`config.mk`:
```
export PLATFORM = sky130hd
export DESIGN_NAME = csa_cpa_pipe_flat
export DESIGN_NICKNAME = d
export VERILOG_FILES = /design/src/rtl/csa_cpa_pipe_pkg.sv /design/src/rtl/csa_cpa_pipe_if.sv /design/src/rtl/csa_cpa_pipe_cpa_seg.sv /design/src/rtl/csa_cpa_pipe.sv /design/src/flat_wrapper.sv
export SDC_FILE = /design/constraint.sdc
export NUM_CORES = 1
export LEC_CHECK = 0
export ABC_AREA = 1
export BUFFER_PORTS_ARGS = -buffer_cell sky130_fd_sc_hd__buf_2
export CAP_MARGIN = 10
export CORE_AREA = 2 2 112 114
export CTS_BUF_LIST = sky130_fd_sc_hd__clkbuf_2
export DETAILED_ROUTE_END_ITERATION = 16
export DIE_AREA = 0 0 114 116
export PLACE_DENSITY = 0.81
export SYNTH_ARGS = -nofsm -noshare
export SYNTH_HDL_FRONTEND = slang
export SYNTH_HIERARCHICAL = 1
export SYNTH_SLANG_ARGS = --single-unit
```
`constraint.sdc`:
```
create_clock -name clk -period 3.7 [get_ports clk]
set_input_delay 0.555 -clock clk [delete_from_list [all_inputs] [get_ports clk]]
set_output_delay 0.555 -clock clk [all_outputs]
set_load 0.005 [all_outputs]
```
`src/rtl/csa_cpa_pipe_pkg.sv`:
```
// Shared widths and debug view for the two-stage carry-propagate adder
// that collapses the 4:2 CSA sum/carry pair into a binary result.
package csa_cpa_pipe_pkg;

  localparam int CPA_WIDTH = 32;
  localparam int CPA_TAG_W = 4;

  // Low segment gets the floor half of the WIDTH+1-bit operand.
  function automatic int cpa_lo_w(input int width);
    return (width + 1) / 2;
  endfunction

  typedef struct packed {
    logic s1_v;
    logic s2_v;
    logic in_xfer;
    logic out_xfer;
  } pipe_dbg_t;

endpackage

```
`src/rtl/csa_cpa_pipe_if.sv`:
```
// Operand/result bus of the CPA pipe. Handshake: a beat transfers on a
// rising edge where valid && ready; ready never depends on valid.
interface csa_cpa_pipe_if
  import csa_cpa_pipe_pkg::*;
#(
  parameter int WIDTH = CPA_WIDTH,
  parameter int TAG_W = CPA_TAG_W
);
  logic             in_valid;
  logic             in_ready;
  logic [WIDTH:0]   in_sum;
  logic [WIDTH:0]   in_carry;
  logic [TAG_W-1:0] in_tag;
  logic             out_valid;
  logic             out_ready;
  logic [WIDTH+1:0] out_result;
  logic [TAG_W-1:0] out_tag;

  modport master (
    output in_valid, in_sum, in_carry, in_tag, out_ready,
    input  in_ready, out_valid, out_result, out_tag
  );

  modport slave (
    input  in_valid, in_sum, in_carry, in_tag, out_ready,
    output in_ready, out_valid, out_result, out_tag
  );
endinterface

```
`src/rtl/csa_cpa_pipe_cpa_seg.sv`:
```
// N-bit ripple segment with carry-in and carry-out; one per pipe stage.
module cpa_seg #(
  parameter int N = 16
) (
  input  logic [N-1:0] a_i,
  input  logic [N-1:0] b_i,
  input  logic         cin_i,
  output logic [N-1:0] s_o,
  output logic         cout_o
);
  assign {cout_o, s_o} = {1'b0, a_i} + {1'b0, b_i} + {{N{1'b0}}, cin_i};
endmodule

```
`src/rtl/csa_cpa_pipe.sv`:
```
// Two-stage CPA: stage 1 adds the low segment, stage 2 adds the high
// segment with the low carry. Outputs are driven only from stage-2 registers.
module csa_cpa_pipe
  import csa_cpa_pipe_pkg::*;
#(
  parameter int WIDTH = CPA_WIDTH,
  parameter int TAG_W = CPA_TAG_W
) (
  input  logic                 clk,
  input  logic                 rst,
  input  logic                 flush,
  csa_cpa_pipe_if.slave        bus,
  output pipe_dbg_t            dbg_o
);
  localparam int LO_W = cpa_lo_w(WIDTH);
  localparam int HI_W = WIDTH + 1 - LO_W;

  logic             s1_v_q, s1_v_d;
  logic [LO_W:0]    s1_lo_q, s1_lo_d;
  logic [HI_W-1:0]  s1_hi_sum_q, s1_hi_sum_d;
  logic [HI_W-1:0]  s1_hi_carry_q, s1_hi_carry_d;
  logic [TAG_W-1:0] s1_tag_q, s1_tag_d;

  logic             s2_v_q, s2_v_d;
  logic [HI_W:0]    s2_hi_q, s2_hi_d;
  logic [LO_W-1:0]  s2_lo_q, s2_lo_d;
  logic [TAG_W-1:0] s2_tag_q, s2_tag_d;

  logic [LO_W-1:0]  lo_s;
  logic             lo_c;
  logic [HI_W-1:0]  hi_s;
  logic             hi_c;

  logic s2_free, s1_free, in_xfer, out_xfer, s1_adv;

  cpa_seg #(.N(LO_W)) u_lo (
    .a_i   (bus.in_sum[LO_W-1:0]),
    .b_i   (bus.in_carry[LO_W-1:0]),
    .cin_i (1'b0),
    .s_o   (lo_s),
    .cout_o(lo_c)
  );

  cpa_seg #(.N(HI_W)) u_hi (
    .a_i   (s1_hi_sum_q),
    .b_i   (s1_hi_carry_q),
    .cin_i (s1_lo_q[LO_W]),
    .s_o   (hi_s),
    .cout_o(hi_c)
  );

  assign s2_free  = !s2_v_q || bus.out_ready;
  assign s1_free  = !s1_v_q || s2_free;
  assign in_xfer  = bus.in_valid && s1_free;
  assign out_xfer = s2_v_q && bus.out_ready;
  assign s1_adv   = s1_v_q && s2_free;

  always_comb begin
    s1_v_d        = s1_v_q;
    s1_lo_d       = s1_lo_q;
    s1_hi_sum_d   = s1_hi_sum_q;
    s1_hi_carry_d = s1_hi_carry_q;
    s1_tag_d      = s1_tag_q;
    s2_v_d        = s2_v_q;
    s2_hi_d       = s2_hi_q;
    s2_lo_d       = s2_lo_q;
    s2_tag_d      = s2_tag_q;

    if (in_xfer) begin
      s1_v_d        = 1'b1;
      s1_lo_d       = {lo_c, lo_s};
      s1_hi_sum_d   = bus.in_sum[WIDTH:LO_W];
      s1_hi_carry_d = bus.in_carry[WIDTH:LO_W];
      s1_tag_d      = bus.in_tag;
    end else if (s1_adv) begin
      s1_v_d = 1'b0;
    end

    if (s1_adv) begin
      s2_v_d   = 1'b1;
      s2_hi_d  = {hi_c, hi_s};
      s2_lo_d  = s1_lo_q[LO_W-1:0];
      s2_tag_d = s1_tag_q;
    end else if (out_xfer) begin
      s2_v_d = 1'b0;
    end

    // Flush only kills the valid flags; data is don't-care once invalid.
    if (flush) begin
      s1_v_d = 1'b0;
      s2_v_d = 1'b0;
    end
  end

  always_ff @(posedge clk or posedge rst) begin
    if (rst) begin
      s1_v_q        <= 1'b0;
      s1_lo_q       <= '0;
      s1_hi_sum_q   <= '0;
      s1_hi_carry_q <= '0;
      s1_tag_q      <= '0;
      s2_v_q        <= 1'b0;
      s2_hi_q       <= '0;
      s2_lo_q       <= '0;
      s2_tag_q      <= '0;
    end else begin
      s1_v_q        <= s1_v_d;
      s1_lo_q       <= s1_lo_d;
      s1_hi_sum_q   <= s1_hi_sum_d;
      s1_hi_carry_q <= s1_hi_carry_d;
      s1_tag_q      <= s1_tag_d;
      s2_v_q        <= s2_v_d;
      s2_hi_q       <= s2_hi_d;
      s2_lo_q       <= s2_lo_d;
      s2_tag_q      <= s2_tag_d;
    end
  end

  assign bus.in_ready   = s1_free;
  assign bus.out_valid  = s2_v_q;
  assign bus.out_result = {s2_hi_q, s2_lo_q};
  assign bus.out_tag    = s2_tag_q;

  assign dbg_o = '{s1_v: s1_v_q, s2_v: s2_v_q, in_xfer: in_xfer, out_xfer: out_xfer};

endmodule

```
`src/flat_wrapper.sv`:
```
// flat-port wrapper written by rule: the top's interface ports become plain ports
module csa_cpa_pipe_flat import csa_cpa_pipe_pkg::*;
#(
  parameter int WIDTH = CPA_WIDTH,
  parameter int TAG_W = CPA_TAG_W
)
  (clk, rst, flush, dbg_o, bus_in_valid, bus_in_sum, bus_in_carry, bus_in_tag, bus_out_ready, bus_in_ready, bus_out_valid, bus_out_result, bus_out_tag);
  csa_cpa_pipe_if #(.WIDTH(WIDTH), .TAG_W(TAG_W)) bus_i ();
  input  logic clk;
  input  logic rst;
  input  logic flush;
  output pipe_dbg_t dbg_o;
  input wire logic [$bits(bus_i.in_valid)-1:0] bus_in_valid;
  input wire logic [$bits(bus_i.in_sum)-1:0] bus_in_sum;
  input wire logic [$bits(bus_i.in_carry)-1:0] bus_in_carry;
  input wire logic [$bits(bus_i.in_tag)-1:0] bus_in_tag;
  input wire logic [$bits(bus_i.out_ready)-1:0] bus_out_ready;
  output wire logic [$bits(bus_i.in_ready)-1:0] bus_in_ready;
  output wire logic [$bits(bus_i.out_valid)-1:0] bus_out_valid;
  output wire logic [$bits(bus_i.out_result)-1:0] bus_out_result;
  output wire logic [$bits(bus_i.out_tag)-1:0] bus_out_tag;
  assign bus_i.in_valid = bus_in_valid;
  assign bus_i.in_sum = bus_in_sum;
  assign bus_i.in_carry = bus_in_carry;
  assign bus_i.in_tag = bus_in_tag;
  assign bus_i.out_ready = bus_out_ready;
  assign bus_in_ready = bus_i.in_ready;
  assign bus_out_valid = bus_i.out_valid;
  assign bus_out_result = bus_i.out_result;
  assign bus_out_tag = bus_i.out_tag;
  csa_cpa_pipe #(.WIDTH(WIDTH), .TAG_W(TAG_W)) u_core (.clk(clk), .rst(rst), .flush(flush), .bus(bus_i), .dbg_o(dbg_o));
endmodule
```
==> run metrics, run 1 <==
status=completed; largest family of logic cells by synthesized area=simple AND/OR/NAND/NOR gates; diodes inserted=0; row cnt=40; Setup crit end kind=output pin; Simple-Gate Fraction of Synth Area=0.3794; DR WL/cell=approximately 12 µm; layout cell share with drive strength beyond 1=0.1901; Cell Count, Final, Fillers Out=~1,100; multi-input logic area=between 0.002 and 0.003 mm²; critical path class=reg2out; Root Driver=clkbuf_2; layout net count=between 1,000 and 1,500; Initial Utilization=0.4920; post-route minimum period=2.581 ns; Die W=about 110 µm; Synth Area in Adders=0.07985; Worst setup SP type=flip-flop; clock skew=a little under 0.04 ns; share of the synthesized area in the top cell type=0.4056; Via-to-Cell Ratio=about 4.9; post-synthesis instance total=a little over 800; Period Utilization, post-route=0.6975; synthesized flop and latch total=95; Avg Inst Size Synth=7.121 µm²; DR pass1 iterations=5; Compound-Gate Fraction of Synth Area=0.02028; crit path DAT=approximately 2.0 ns; DIE AREA=between 0.01 and 0.015 mm²; Buffers on Ports=118; dpl hpwl=between 10 and 15 mm; CP required=~3.1 ns; GRT Overall Usage=0.2092; clk slew on worst S/H paths=0.24 ns; gr ovfl total=0; H-tree lvl count=3; post-synthesis mux area share=0; Synth-to-Final Area Change=13.28%; Power per Cell Area=395.8 mW/mm²; # placed instances=~1,100; Starting DRT DRC Count=approximately 280; drt drc=0; I/O pin cnt=119; antenna violations before repair=0; worst-path fanout max=42; top post-synthesis cells by area=dfrtp_1 (41%), nand2_1 (23%), nand3_1 (9.7%), ha_1 (6.6%), inv_1 (5.7%); TNS Setup=0 ns; worst slew pin tran=1.148 ns; vias in the first global route=approximately 4,800; CORE AREA=between 0.01 and 0.015 mm²; worst-skew pair later-pin latency=between 0.5 and 0.6 ns; clk buf depth=2; fmax=between 300 and 400 MHz; via count=about 5,300; final hold vios=0; ANT nets after route=0; Slew Limit Fails=0; # setup viols final=0; post-synth net total=around 930; Leak=4.056 nW; count of unique library cells instantiated by Yosys=28; leading area contributor after synthesis=dfrtp_1; Slew headroom=0.2328; post-synthesis xor/xnor area fraction=0.02092; mapped cell area=~0.006 mm²; Layout fillers=between 1,000 and 1,500; RePlAce Congestion=between 0.9 and 1; final core utilization=0.5574; type of the tightest min-delay check=in2reg; worst vdd ir=111.5 µV; total CTS buffers=9; Detailed Route WL=13.19 mm; largest net degree at the start of global routing=between 60 and 70; yosys warns=6; clock sink count=95; cts repair resizes=0; total area of sequential cells=about 0.0024 mm²; Max-Cap Viols=0; RSZ-0062 raised after global routing=no; CTS tree=done; first-pass GRT wire length=between 20 and 25 mm; die height=~120 µm; Seq/Total Area, Yosys=0.4056
## critical path, cell delays in order, from the launching register on
cell	delay [ns]
dfrtp_1	0.38
buf_4	0.36
nand3_2	0.39
nand2_2	0.17
inv_1	0.05
buf_2	0.12
## metrics by stage
stage / area (µm²) / hold WS [ns] / setup slack (ns) / total power [W]
after floorplan: 5861 / 0.4419 / 0.6680 / 0.001916
after global placement: 6518 / 0.4495 / 1.354 / 0.002209
after detailed placement: 6518 / 0.4540 / 1.331 / 0.002229
after CTS: 6601 / 0.07173 / 1.059 / 0.002647
after global routing: 6639 / 0.06269 / 0.9002 / 0.002849
final: 6639 / 0.1301 / 1.119 / 0.002628
## routing by layer
layer,GRT usage,up-vias,part of all wire
li1,-,2756,-
met1,0.3093,2389,0.50
met2,0.3127,143,0.43
met3,0.03818,13,0.059
met4,0.06748,0,0.014
met5,0,-,0
## placed cells by master, fill, tap and decap left out, types with 4 or more instances in the layout
cell type / instances
inv_1: 88
a21oi_1: 19
clkbuf_2: 10
nand2_1: 355
or2_1: 4
nor2_1: 17
xor2_1: 10
buf_4: 7
nand2_2: 16
fa_1: 4
buf_2: 118
nor3_2: 4
ha_1: 31
nor3_1: 5
dfrtp_1: 95
nand3_1: 113
xnor2_1: 4
inv_2: 9
## final timing paths
path,start,cells past startpoint,slack [ns],to
worst max-delay path,u_core/s1_v_q,5,1.12,dbg_o[1]
worst min-delay path,flush,2,0.13,u_core/s1_v_q
worst max register to register,u_core/s1_hi_sum_q[0],14,1.48,u_core/s2_hi_q[16]
worst min register to register,u_core/s2_hi_q[13],2,0.50,u_core/s2_hi_q[13]
max in group asynchronous,rst,5,2.41,u_core/s1_hi_sum_q[14]
min in group asynchronous,rst,3,0.45,u_core/s2_lo_q[3]
## repair_timing
item / 4_1_cts / 5_1_grt
hold buffers: 0 / 1
buffers inserted: 0 / 0
endpoints found under the hold margin: 0 / 17
## final cells by class
type,count,area share
multi-input combinational,596,0.4435
sequential,95,0.3581
timing repair buffer,127,0.1025
inverter,98,0.05560
tap,147,0.02770
clock buffer,10,0.007539
clock inverter,5,0.005089
## cells in the mapped netlist
cell type / instances
fa_1: 4
nor2_1: 17
nor3_2: 4
o21bai_1: 1
buf_2: 14
ha_1: 31
and2_4: 1
or2_1: 4
a21oi_2: 1
clkbuf_1: 8
nor3_1: 5
a21oi_1: 19
xnor2_1: 4
inv_2: 9
buf_4: 9
nand2_2: 15
inv_1: 89
nor2_2: 3
nand3b_1: 2
nand4_1: 1
dfrtp_1: 95
a21o_1: 1
nand2_1: 356
conb_1: 1
xor2_1: 10
nand3_1: 114
buf_1: 3
nand3_2: 2
## flip-flops by register name (all words and copies together), names as in the netlist
name	count
u_core/bus.out_valid	1
u_core/s2_lo_q	16
u_core/s1_lo_q	17
u_core/s1_tag_q	4
u_core/s1_v_q	1
u_core/s1_hi_sum_q	17
u_core/bus.out_tag	4
u_core/s1_hi_carry_q	17
u_core/s2_hi_q	18
## cells by family after synthesis
kind of cell | count (synthesis)
other cells | 1
flops | 95
simple gates | 524
compound gates | 22
xor+xnor | 14
buf+inv | 132
fa+ha+maj | 35
## report_power, final
part,internal [W],total (W),switching [W]
clock network,0.0000874,0.000418,0.000331
logic,0.000362,0.000889,0.000528
registers,0.00122,0.00132,0.000105
Power figures use the tool's default switching activity.
==> inputs of run 2 (changes only) <==
Clock period 3.7 ns to 2.5 ns, I/O delays scaled along.
==> run metrics, run 2 (synthesis gave the netlist of run 1 again) <==
worst vdd ir=about 220 µV; RePlAce Congestion=0.9370; Initial Utilization=0.4920; largest net degree at the start of global routing=96; commonest non-fill, non-tap cell in the layout=nand2_1; commonest cells after routing, fill and taps aside=nand2_1 (355), buf_2 (118), nand3_1 (113); type of the tightest min-delay check=in2reg; Leak=between 4 and 5 nW; crit path DAT=roughly 1.9 ns; worst slew pin tran=approximately 0.55 ns; row cnt=40; DR WL/cell=12.57 µm; multi-input logic area=a little under 0.003 mm²; Power per Cell Area=roughly 570 mW/mm²; I/O pin cnt=around 120; die height=around 120 µm; Slew headroom=0.6309; fmax=445.5 MHz; layout cell share with drive strength beyond 1=0.1865; Root Driver=clkbuf_2; post-route minimum period=2.245 ns; dpl hpwl=around 11 mm; layout net count=between 1,000 and 1,500; final hold vios=0; Detailed Route WL=about 14 mm; Largest register FFs=18; worst-skew pair later-pin latency=just under 0.6 ns; CTS tree=done; # setup viols final=0; vias in the first global route=4,849; Worst setup SP type=flip-flop; Final Cell Area=between 0.006 and 0.007 mm²; first-pass GRT wire length=roughly 23 mm; post-CTS setup buffers=0; CP required=2.12 ns; total CTS buffers=9; Setup crit end kind=output pin; Reg with most FFs=u_core/s2_hi_q; drt drc=0; worst-path fanout max=57; clock skew=between 0.02 and 0.03 ns; clk buf depth=2; Die W=approximately 110 µm; Buffers on Ports=118; Placed Area=0.006540 mm²; Slew Limit Fails=0; clock sink count=95; DIE AREA=between 0.01 and 0.015 mm²; CORE AREA=0.01191 mm²; clk slew on worst S/H paths=between 0.2 and 0.3 ns; TNS Setup=0 ns; Via-to-Cell Ratio=~4.9; Period Utilization, post-route=0.8979; critical path class=reg2out; gr ovfl total=0; status=completed; Max-Cap Viols=0; via count=about 5,400; cts repair resizes=0; Layout fillers=roughly 1,100; total area of sequential cells=between 0.002 and 0.0025 mm²; RSZ-0062 raised after global routing=no; antenna violations before repair=1; GRT Overall Usage=0.2210; Starting DRT DRC Count=370; ANT nets after route=0; H-tree lvl count=3; DR pass1 iterations=5; Synth-to-Final Area Change=19.17%
run 2: final timing paths:
check,slack (ns),start,endpoint,depth (start not counted)
max in group asynchronous,1.66,rst,u_core/s1_lo_q[13],4
min reg2reg,0.50,u_core/s2_hi_q[11],u_core/s2_hi_q[11],2
min,0.05,bus_in_sum[16],u_core/s1_hi_sum_q[0],3
min in group asynchronous,0.43,rst,u_core/s1_hi_sum_q[13],4
max,0.26,u_core/bus.out_valid,bus_in_ready,3
max reg2reg,0.26,u_core/s1_hi_sum_q[0],u_core/s2_hi_q[14],14
run 2: routing by layer:
| layer | routed length [µm] | vias up | track usage |
|---|---|---|---|
| li1 | - | 2821 | - |
| met1 | 6789 | 2451 | 0.3258 |
| met2 | 6185 | 152 | 0.3294 |
| met3 | 781 | 22 | 0.04184 |
| met4 | 232 | 0 | 0.07236 |
| met5 | 0 | - | 0 |
run 2: layout make-up:
cell class | count | area share
Inverter | 98 | 0.05321
Sequential cell | 95 | 0.3404
Multi-Input combinational cell | 596 | 0.4215
Clock buffer | 9 | 0.006449
Timing Repair Buffer | 160 | 0.1437
Clock inverter | 7 | 0.008062
Antenna cell | 1 | 0.0003583
Tap cell | 147 | 0.02633
run 2: repair_timing:
action,CTS,global route
endpoints found under the hold margin,129,0
hold buffers,34,0
setup endpoints to repair,0,0
run 2: stage by stage:
step	util	hold WS, ns	cells	worst slack [ns]	total power (W)
after floorplan	-	0.4381	823	0.5214	0.002836
after global placement	0.5491	0.4514	1062	0.3698	0.003267
after detailed placement	0.5491	0.4540	1062	0.3027	0.003305
after CTS	0.5861	0.005872	1112	0.2152	0.004041
after global routing	0.5863	-0.005043	1113	0.07965	0.004331
final	0.5863	0.05210	1113	0.2553	0.004012
run 2: critical path: stages, from the launching register on:
cell	delay [ns]
dfrtp_1	0.49
nand3_2	0.11
buf_4	0.45
buf_2	0.21
run 2: report_power, final:
part | total [W] | leakage, nW | switching [W] | internal (W)
sequential | 0.00195 | 1.18 | 0.000152 | 0.00180
combinational | 0.00136 | 2.96 | 0.000794 | 0.000567
clock | 0.000701 | 0.0621 | 0.000556 | 0.000145
